[config.mk]
export PLATFORM = sky130hd
export DESIGN_NAME = pattern_gen
export DESIGN_NICKNAME = d
export VERILOG_FILES = /design/src/rtl/pattern_gen_pkg.sv /design/src/rtl/pattern_gen_rom.sv /design/src/rtl/pattern_gen.sv
export SDC_FILE = /design/constraint.sdc
export NUM_CORES = 1
export LEC_CHECK = 0
export CORE_ASPECT_RATIO = 1.2
export CORE_UTILIZATION = 54
export CTS_CLUSTER_SIZE = 10
export DETAILED_ROUTE_END_ITERATION = 12
export GPL_ROUTABILITY_DRIVEN = 1
export PLACE_DENSITY = 0.75
export SETUP_SLACK_MARGIN = 0.05
export SYNTH_ARGS = -nofsm -noshare
export SYNTH_HDL_FRONTEND = slang
export SYNTH_SLANG_ARGS = --single-unit
[constraint.sdc]
create_clock -name clk -period 3.6 [get_ports clk]
set_input_delay 0.54 -clock clk [delete_from_list [all_inputs] [get_ports clk]]
set_output_delay 0.54 -clock clk [all_outputs]
set_load 0.05 [all_outputs]
[src/rtl/pattern_gen_pkg.sv]
// Shared tester package: FSM state encoding, pattern-table sizing and
// the index boundaries between the pattern classes.
package pattern_gen_pkg;

  typedef enum logic [1:0] {
    ST_IDLE   = 2'd0,
    ST_SETTLE = 2'd1,
    ST_CHECK  = 2'd2
  } state_t;

  // Width of the per-pattern cycle counter.
  localparam int CNT_W = 16;

  // Fixed positions at the head of the sequence.
  localparam int IDX_ALL_ZERO    = 0;
  localparam int IDX_ALL_ONE     = 1;
  localparam int IDX_WALK1_FIRST = 2;

  // Total number of patterns for a given channel count.
  function automatic int npat(input int width);
    return 2 * width + 4;
  endfunction

  // Width of the pattern index for a given channel count.
  function automatic int pat_w(input int width);
    return $clog2(2 * width + 4);
  endfunction

  // First walking-zero index.
  function automatic int walk0_first(input int width);
    return width + 2;
  endfunction

  // Index of the ...0101 pattern.
  function automatic int alt01_idx(input int width);
    return 2 * width + 2;
  endfunction

  // Index of the ...1010 pattern.
  function automatic int alt10_idx(input int width);
    return 2 * width + 3;
  endfunction

endpackage

[src/rtl/pattern_gen_rom.sv]
// Purely combinational map from pattern index to pattern value.
// Every pattern is derived from the index arithmetically; there is no table.
module pattern_rom
  import pattern_gen_pkg::*;
#(
  parameter int WIDTH = 1,
  parameter int PW    = pat_w(WIDTH)
) (
  input  logic [PW-1:0]    idx,
  output logic [WIDTH-1:0] pattern
);

  localparam int WALK0_FIRST = walk0_first(WIDTH);
  localparam int WALK0_LAST  = 2 * WIDTH + 1;
  localparam int WALK1_LAST  = WIDTH + 1;
  localparam int ALT01_IDX   = alt01_idx(WIDTH);
  localparam int ALT10_IDX   = alt10_idx(WIDTH);

  int k;

  // Decode the index into its pattern class and build the bit vector.
  always_comb begin
    // NOTE: every output of a combinational block gets a default first, so no path leaves it unassigned and infers a latch.
    pattern = '0;
    k       = int'(idx);
    for (int i = 0; i < WIDTH; i++) begin
      if (k == IDX_ALL_ONE) begin
        pattern[i] = 1'b1;
      end else if (k >= IDX_WALK1_FIRST && k <= WALK1_LAST) begin
        pattern[i] = (i == k - IDX_WALK1_FIRST);
      end else if (k >= WALK0_FIRST && k <= WALK0_LAST) begin
        pattern[i] = (i != k - WALK0_FIRST);
      end else if (k == ALT01_IDX) begin
        pattern[i] = (i % 2 == 0);
      end else if (k == ALT10_IDX) begin
        pattern[i] = (i % 2 == 1);
      end
    end
  end

endmodule

[src/rtl/pattern_gen.sv]
// Stimulus generator for the level-translator/inverter tester. Walks the
// pattern sequence onto the DUT inputs, holding each pattern through a
// settle window followed by a compare window flagged by check_en.
module pattern_gen
  import pattern_gen_pkg::*;
#(
  parameter int WIDTH  = 1,
  parameter int SETTLE = 2,
  parameter int HOLD   = 4,
  parameter bit INVERT = 1'b1,
  localparam int NPAT  = npat(WIDTH),
  localparam int PW    = pat_w(WIDTH)
) (
  input  logic             clk,
  input  logic             rst,
  input  logic             start,
  input  logic             abort,
  output logic [WIDTH-1:0] drive,
  output logic [WIDTH-1:0] expected,
  output logic             check_en,
  output logic [PW-1:0]    pat_idx,
  output logic             busy,
  output logic             done
);

  localparam logic [CNT_W-1:0] SETTLE_LAST = CNT_W'(SETTLE - 1);
  localparam logic [CNT_W-1:0] HOLD_LAST   = CNT_W'(HOLD - 1);
  localparam logic [PW-1:0]    LAST_IDX    = PW'(NPAT - 1);

  state_t           state;
  logic [CNT_W-1:0] cnt;
  logic [PW-1:0]    rom_idx;
  logic [WIDTH-1:0] rom_pat;

  // The ROM looks up whichever pattern is loaded next: pattern 0 when a
  // run starts from IDLE, otherwise the successor of the current one.
  assign rom_idx = (state == ST_IDLE) ? '0 : pat_idx + PW'(1);

  pattern_rom #(
    .WIDTH (WIDTH),
    .PW    (PW)
  ) u_rom (
    .idx     (rom_idx),
    .pattern (rom_pat)
  );

  // Expected DUT response follows drive directly, inverted for an inverting DUT.
  assign expected = drive ^ {WIDTH{INVERT}};

  // Sequencer FSM: settle/check timing, pattern stepping and status flags.
  always_ff @(posedge clk) begin
    // NOTE: sequential state uses non-blocking assignments so every register samples pre-edge values, independent of statement order.
    if (rst || abort) begin
      state    <= ST_IDLE;
      cnt      <= '0;
      drive    <= '0;
      pat_idx  <= '0;
      check_en <= 1'b0;
      busy     <= 1'b0;
      done     <= 1'b0;
    end else begin
      case (state)
        ST_IDLE: begin
          if (start) begin
            drive   <= rom_pat;
            pat_idx <= '0;
            cnt     <= '0;
            busy    <= 1'b1;
            done    <= 1'b0;
            state   <= ST_SETTLE;
          end
        end

        ST_SETTLE: begin
          if (cnt == SETTLE_LAST) begin
            cnt      <= '0;
            check_en <= 1'b1;
            state    <= ST_CHECK;
          end else begin
            cnt <= cnt + CNT_W'(1);
          end
        end

        ST_CHECK: begin
          if (cnt == HOLD_LAST) begin
            cnt      <= '0;
            check_en <= 1'b0;
            if (pat_idx != LAST_IDX) begin
              pat_idx <= pat_idx + PW'(1);
              drive   <= rom_pat;
              state   <= ST_SETTLE;
            end else begin
              drive   <= '0;
              pat_idx <= '0;
              busy    <= 1'b0;
              done    <= 1'b1;
              state   <= ST_IDLE;
            end
          end else begin
            cnt <= cnt + CNT_W'(1);
          end
        end

        default: begin
          state <= ST_IDLE;
        end
      endcase
    end
  end

endmodule
### After elaboration in Yosys (flattened, before gate mapping)

Index checks and enable logic that the tools add are counted.

* add/subtract/negate cells: 4
* $lt $le $gt $ge: 4
* equality and inequality tests: 11
* muxes and demuxes: 33
* bitwise operators: 1
* reductions and logical operators: 14

Operator list (count)
* $mux W16: 3
* $pmux W16 S3: 1
* $logic_not A32 Y1: 1
* $reduce_bool A32 Y1: 1
* $add A16 B1 Y16 const B: 1
* $eq A16 B1 Y1 const B: 1
* $eq A16 B2 Y1 const B: 1
* $mux W1: 16
* $mux W3: 4
* $reduce_and A3 Y1: 3
* $ne A2 B2 Y1 const B: 4
* $pmux W1 S2: 4
* $sub A3 B2 Y4 const B: 2
* $ge A3 B2 Y1 const B: 2
* $le A3 B2 Y1 const B: 2
* $mux W2: 3
* $pmux W2 S3: 1
* $pmux W3 S2: 1
* $reduce_and A4 Y1: 1
* $reduce_bool A2 Y1: 2
* $add A3 B1 Y3 const B: 1
* $eq A3 B2 Y1 const B: 1
* $eq A3 B3 Y1 const B: 1
* $ne A3 B3 Y1 const B: 1
* other kinds (8): 9

* flip-flop bits (word level): 25
* bits of input ports: 4
* output and inout bits: 8
* logic and storage cells: 74

### Logic depth before layout (Yosys ltp)

Gate-level depths: netlist of the first run.

* word-level depth: 10
* depth in mapped cells: 11
* depth with buffers taken out: 11

### Modules after synthesis

From an unflattened synthesis of the first run, not the netlist that was laid out.

* cell total of the unflattened synthesis: 182
* area total of the unflattened synthesis: 1493.9 um^2

Modules (own cells, without submodules)
* pattern_gen: times used 1, cells an instance 168, area each 1390.1 um^2, sequential area each 500.5 um^2
* pattern_rom: times used 1, cells an instance 14, area each 103.8 um^2, sequential area each 0.0 um^2

### Worst setup path before layout of the first run

OpenSTA, ideal clock, no wires.

* kind: register to register
* start point: register pat_idx[0]
* end point: register drive
* setup time: 0.117 ns
* data arrival time: 2.380 ns
* required time: 3.483 ns
* slack: 1.102 ns
* cell stages (with the launch flop): 10
* buffers on the path: 0
* period minus slack after synthesis: 2.498 ns
* path through: dfxtp_1 > ha_1 > xnor2_1 > or2_2 > ha_1 > nor2_1 > a21oi_1 > o21ai_0 > o311ai_0 > a32o_1

* longest elaborated chain between the ends: 10
* elaborated cells on any way between the ends: 23
* classes of those cells: 3 x add/sub; 4 x order compare; 3 x eq/ne; 9 x mux; 4 x reduce/logical

Ends and longest elaborated chain
* start, declared: line pattern_gen.sv:21 `output logic [PW-1:0] pat_idx,`
* start signal, assigned: line pattern_gen.sv:89 `pat_idx <= pat_idx + PW'(1);`
* $add A3 B1 Y3: line pattern_gen.sv:37 `assign rom_idx = (state == ST_IDLE) ? '0 : pat_idx + PW'(1);`
* $mux W3: line pattern_gen.sv:37
* $sub A3 B2 Y4 (tied with other cells): line pattern_gen_rom.sv:32 `pattern[i] = (i != k - WALK0_FIRST);`
* $reduce_bool A32 Y1 (tied with other cells): line pattern_gen_rom.sv:32
* $mux W1: line pattern_gen_rom.sv:31 `end else if (k >= WALK0_FIRST && k <= WALK0_LAST) begin`
* $mux W1: line pattern_gen_rom.sv:29 `end else if (k >= IDX_WALK1_FIRST && k <= WALK1_LAST) begin`
* $mux W1: line pattern_gen_rom.sv:27 `if (k == IDX_ALL_ONE) begin`
* $mux W1: line pattern_gen.sv:88 `if (pat_idx != LAST_IDX) begin`
* $mux W1: line pattern_gen.sv:85 `if (cnt == HOLD_LAST) begin`
* $pmux W1 S2 *: line pattern_gen.sv:62 `case (state)`
* end signal, assigned: line pattern_gen.sv:65 `drive <= rom_pat;`
* end signal, assigned: line pattern_gen.sv:90 `drive <= rom_pat;`
* end, declared: line pattern_gen.sv:18 `output logic [WIDTH-1:0] drive,`

Mark *: on every way between the ends. The rest lies on a longest branch, timed or not. The select of a mux whose other input is x is not followed.
A chain may end at the register's enable or synchronous reset.

### Final worst setup path of the first run

Same ends and word-level chain as after synthesis.

==> results of run 1 <==
-- power breakdown --
group          total (mW)  switching, mW  leakage [nW]  internal (mW)
combinational      0.0518         0.0327         0.401         0.0191
sequential          0.281        0.00215         0.202          0.279
clock               0.127         0.0840        0.0150         0.0434
-- routing by layer --
layer / vias up / wire [um] / track usage, %
met1: 628 / 1350 / 24.5
met3: 4 / 119 / 3.21
li1: 678 / - / -
met5: - / 0 / 0
met4: 0 / 28 / 9.52
met2: 27 / 1580 / 39.3
-- flip-flops by register name, indices dropped and copies added, names as in the netlist --
register	count
done	1
pat_idx	3
state	2
busy	1
cnt	16
drive	1
check_en	1
-- cells by family (layout without fill, tap and decap cells) --
family | after synthesis | in the layout | share of synthesized area, %
compound gates | 30 | 30 | 13.5
simple gates | 87 | 87 | 30.4
mux | 2 | 2 | 1.28
flops | 25 | 25 | 31.9
buf+inv | 18 | 29 | 5.51
fa+ha+maj | 12 | 12 | 9.58
xor+xnor | 14 | 14 | 7.82
-- worst max path at each step --
stage	start	to	cells past startpoint
2_1_floorplan	pat_idx[0]	drive	9
3_3_place_gp	start	cnt[2]	5
3_5_place_dp	pat_idx[0]	drive	8
4_1_cts	pat_idx[0]	drive	8
5_1_grt	pat_idx[0]	drive	8
6_report	pat_idx[0]	drive	8
-- stage by stage --
stage | util [%] | hold WS, ns | setup slack (ns) | total power, mW | area (sq um)
after floorplan | - | 0.474 | 1.10 | 0.325 | 1570
after global placement | 60.7 | 0.473 | 1.28 | 0.337 | 1690
after detailed placement | 60.7 | 0.490 | 1.18 | 0.339 | 1690
after CTS | 61.6 | 0.509 | 1.15 | 0.463 | 1720
after global routing | 61.6 | 0.538 | 0.892 | 0.480 | 1720
final | 61.6 | 0.500 | 1.14 | 0.460 | 1720
-- final cells by class --
type	instances	area [sq um]	share of cell area, %
clock buffer	4	26.3	1.53
tap	34	42.5	2.48
inverter	13	48.8	2.84
sequential	25	500	29.2
multi-input combinational	145	981	57.1
timing repair buffer	12	118	6.85
-- cells in the final DEF (no fill, tap or decap), types with 2 or more instances in the layout --
cell / instances
nor2_1: 25
dfxtp_1: 25
nand2_1: 22
inv_1: 13
xor2_1: 12
ha_1: 12
clkdlybuf4s50_1: 11
o21ai_0: 7
a21oi_1: 7
nand3_1: 7
nand4_1: 6
nor3_1: 5
nand2b_1: 4
nor4_4: 3
a31oi_1: 3
clkbuf_4: 3
xnor2_1: 2
or2_2: 2
nor3b_1: 2
a41oi_1: 2
or3_1: 2
mux2i_1: 2
and3_1: 2
and4_2: 2
-- worst register-to-register path, stage by stage, from the launching register on --
cell and delay (ns):
dfxtp_1 0.51, ha_1 0.26, xnor2_1 0.15, or2_2 0.34
ha_1 0.29, nor3_1 0.18, a21oi_1 0.08, o311ai_0 0.41
a32o_1 0.18
==> flow_summary.toml, run 1 <==
[synth]
netlist_area_sq_um = 1570
synth-seq-cells = 25
yosysWarnings = 0
synthTopCellsByArea = "dfxtp_1 (32%), ha_1 (9.6%), xor2_1 (6.7%)"
yosys.area.top_type = "dfxtp_1"
synth-async-reset-ratio_pct = 0
synthTopCellsByCount = "dfxtp_1 (25), nor2_1 (25), nand2_1 (22), inv_1 (13)"
synth_flop_cell = "dfxtp_1"
yosys.area.top_type_share_pct = 31.9
syn_nets = 204
synth.distinct_cells = 41
yosysSeqAreaShare_pct = 31.9
syn_avg_cell_area_sq_um = 8.34
synth_edf_count = 0
synth_cells = 188

[detailed_routing]
drc = 0
totalWireLength_um = 3090
dr.pass1.iters = 4
post_drt_wl_per_cell_um = 13.2
antenna_left = 0
dr.first_iter.drc_count = 42
viasPerCell = 5.74
vias = 1337

[cells_and_area]
stdcell_count = 233
diodes = 0
fill_cells = 264
nNetsFinal = 216
syn_to_final_growth_pct = 9.50
drive_gt1_share_pct = 9.05

[floorplanning]
die_area_sq_um = 3120
rows = 21
die_x_um = 51.2
core_area_sq_um = 2790
die_h_um = 61.0
io_pins = 12
start_util_pct = 56.3

[run_status]
run_status = "completed"

[timing]
hold_violations = 0
worst_slew_pin_slew_ns = 0.737
finalSetupViolCount = 0
timing.final.crit_share_pct = 68.2
slew_viol_final = 0
period_minus_slack_ns = 2.46
max_freq_mhz = 407
tns_ns = 0
rsz0062_at_grt = "false"
max_slew_margin_pct = 50.5
fin_skew_ns = 0.00514

[grt]
grt_pass1_wl_um = 5040
grt_max_degree = 14
gr-total-overflow = 0
grt_pass1_vias = 1215
antenna_found_initial = 0
grt_use_total_pct = 21.4

[clocking]
clock-sinks = 25
cts-root-buf = "clkbuf_4"
htreeDepth = 1
ctsLongestPathBuffers = 2
cts_setup_buffers = 0
cts-hold-fix-buffers = 0
numCtsBuffers = 3
clk_latency_ns = 0.32
cts_tree = "done"
path_clk_slew_ns = 0.13
ctsResizeCount = 0

[worst_setup_path]
r2r-start = "pat_idx[0]"
r2r-end = "drive"
cp-start-kind = "flop"
crit_arrival_ns = 2.73
r2r_cells = 8
critPathTopFamily = "compound AO/OA/AOI/OAI gates"
cp.required_ns = 3.87
worst-path-buf-inv = 0
cpMostUsedCell = "ha_1"
worstSetupPathType = "flop to flop"
cp_max_fo = 10
slowest_stage = "dfxtp_1"
path_cells = "ha_1, xnor2_1, or2_2, ha_1, nor3_1, a21oi_1, o311ai_0, a32o_1"
reg2reg_setup_slack_ns = 1.14
critPathCaptureType = "flop"
cpPeakStageDelay_ns = 0.51

[placement]
io_buffer_count = 11
dp.cells = 229
hpwl_um = 2400
place_congestion = 0.918

[worst_hold_path]
hold_class = "flop to flop"
holdPathStages = 2
min_from = "pat_idx[1]"
worstHoldEndpoint = "pat_idx[1]"

[pwr]
cellLeakagePower_nw = 0.618
vdd_drop_max_v = 0.000237
power.density_nw_per_um2 = 268

[flow_run]
drv_cap = 0
Note: power is estimated with default switching activity, not from simulation.
==> run 2, diff against run 1 <==
==> constraint.sdc (replaced) <==
create_clock -name clk -period 2.3 [get_ports clk]
set_input_delay 0.345 -clock clk [delete_from_list [all_inputs] [get_ports clk]]
set_output_delay 0.345 -clock clk [all_outputs]
set_load 0.05 [all_outputs]
==> run 2 against run 1 <==
Total power up 58%. Flip-flop and latch count unchanged. Clock power up 55%. Routed wire length up 4.1%. Non-clock buffer count up 5. Clock-buffer cell count down 1. Fmax up 16%. Combinational power up 71%. Critical path depth unchanged. Hold slack worse by 0.021 ns. Utilization up 2.1 points. Final cell count up 2.1%. Critical path type unchanged. Largest cell class unchanged.
==> flow_summary.toml, run 2 (same netlist as run 1, synthesis figures left out) <==
[run_status]
run_status = "completed"

[timing]
hold_violations = 0
max_freq_mhz = 473
period_minus_slack_ns = 2.12
slew_viol_final = 0
fin_skew_ns = 0.00272
timing.final.crit_share_pct = 92.0
worst_slew_pin_slew_ns = 0.503
tns_ns = 0
finalSetupViolCount = 0
max_slew_margin_pct = 66.4
rsz0062_at_grt = "false"

[cells_and_area]
final_common_cell = "nor2_1"
multi_input_area_sq_um = 993
layout_common_cells = "nor2_1 (24), nand2_1 (22), dfxtp_1 (21), inv_1 (13), xor2_1 (12)"
largest_reg_flops = 16
nNetsFinal = 221
fill_cells = 257
syn_to_final_growth_pct = 13.2
diodes = 0
layout_top_registers = "cnt (16), pat_idx (3), state (2)"
regMostFlops = "cnt"
seq_area_sq_um = 508
stdcell_count = 238
final_area_sq_um = 1780
drive_gt1_share_pct = 15.2

[clocking]
clk_latency_ns = 0.32
path_clk_slew_ns = 0.13
numCtsBuffers = 3
cts_tree = "done"
cts-hold-fix-buffers = 0
htreeDepth = 1
cts-root-buf = "clkbuf_4"
clock-sinks = 25
ctsLongestPathBuffers = 2

[flow_run]
drv_cap = 0

[detailed_routing]
antenna_left = 0
drc = 0
vias = 1372
post_drt_wl_per_cell_um = 13.5
dr.first_iter.drc_count = 23
totalWireLength_um = 3210
viasPerCell = 5.76
dr.pass1.iters = 5

[floorplanning]
core_area_sq_um = 2790
rows = 21
die_area_sq_um = 3120
io_pins = 12
die_h_um = 61.0
die_x_um = 51.2
start_util_pct = 56.3

[worst_setup_path]
cp.required_ns = 2.57
cp-start-kind = "flop"
critPathCaptureType = "flop"
crit_arrival_ns = 2.39
cp_max_fo = 10
worstSetupPathType = "flop to flop"

[grt]
grt_pass1_vias = 1297
grt_use_total_pct = 22.6
grt_pass1_wl_um = 5330
antenna_found_initial = 0
grt_max_degree = 15
gr-total-overflow = 0

[placement]
io_buffer_count = 11
post_dp_cell_area_sq_um = 1730
dp.cells = 234
place_congestion = 0.782
hpwl_um = 2560

[pwr]
power_mw = 0.725
power.density_nw_per_um2 = 408
vdd_drop_max_v = 0.000288
cellLeakagePower_nw = 0.645

[worst_hold_path]
hold_class = "flop to flop"
## run 2: path summary, 6_finish.rpt
path,cells after the start,end,from,slack [ns]
min,2,pat_idx[1],pat_idx[1],0.48
max,8,drive,pat_idx[0],0.18
min reg2reg,2,pat_idx[1],pat_idx[1],0.48
max reg2reg,8,drive,pat_idx[0],0.18
## run 2: report_power, final
part           internal [mW]  leakage [nW]  total, mW  switching, mW
sequential             0.436         0.204      0.439        0.00356
clock                 0.0652        0.0177      0.197          0.132
combinational         0.0350         0.424     0.0887         0.0536
total                  0.536         0.645      0.725          0.189
## run 2: final cells by class
type                       count  area share (%)
tap                           34            2.40
multi-input combinational    145            56.0
clock inverter                 1           0.282
inverter                      13            2.75
timing repair buffer          17            8.74
clock buffer                   3            1.27
sequential                    25            28.6
## run 2: what timing repair did
item                       in CTS  in global routing
gates cloned                    0                  0
resized for setup               2                  6
setup buffers                   0                  0
setup endpoints to repair       1                  1
## run 2: critical path, cell delays in order, from the launching register on
cell	delay, ns
dfxtp_4	0.40
ha_2	0.22
xnor2_2	0.17
or2_2	0.33
ha_1	0.28
nor3_1	0.17
a21oi_1	0.09
o311ai_1	0.24
a32o_1	0.16
## run 2: per-layer routing
metal  GRT usage (%)  wire [um]  up-vias
met2            44.7       1710       30
li1                -          -      693
met1            24.2       1350      640
met4            8.33         61        0
met3            2.96         90        9
met5               0          0        -
## run 2: through the flow
step / util (%) / hold slack [ns] / setup WS [ns]
5_1_grt: 63.7 / 0.508 / 0.0609
4_1_cts: 63.5 / 0.485 / 0.0592
3_5_place_dp: 62.1 / 0.467 / 0.0659
6_report: 63.7 / 0.480 / 0.185
2_1_floorplan: - / 0.474 / 0.0687
3_3_place_gp: 62.1 / 0.456 / 0.166
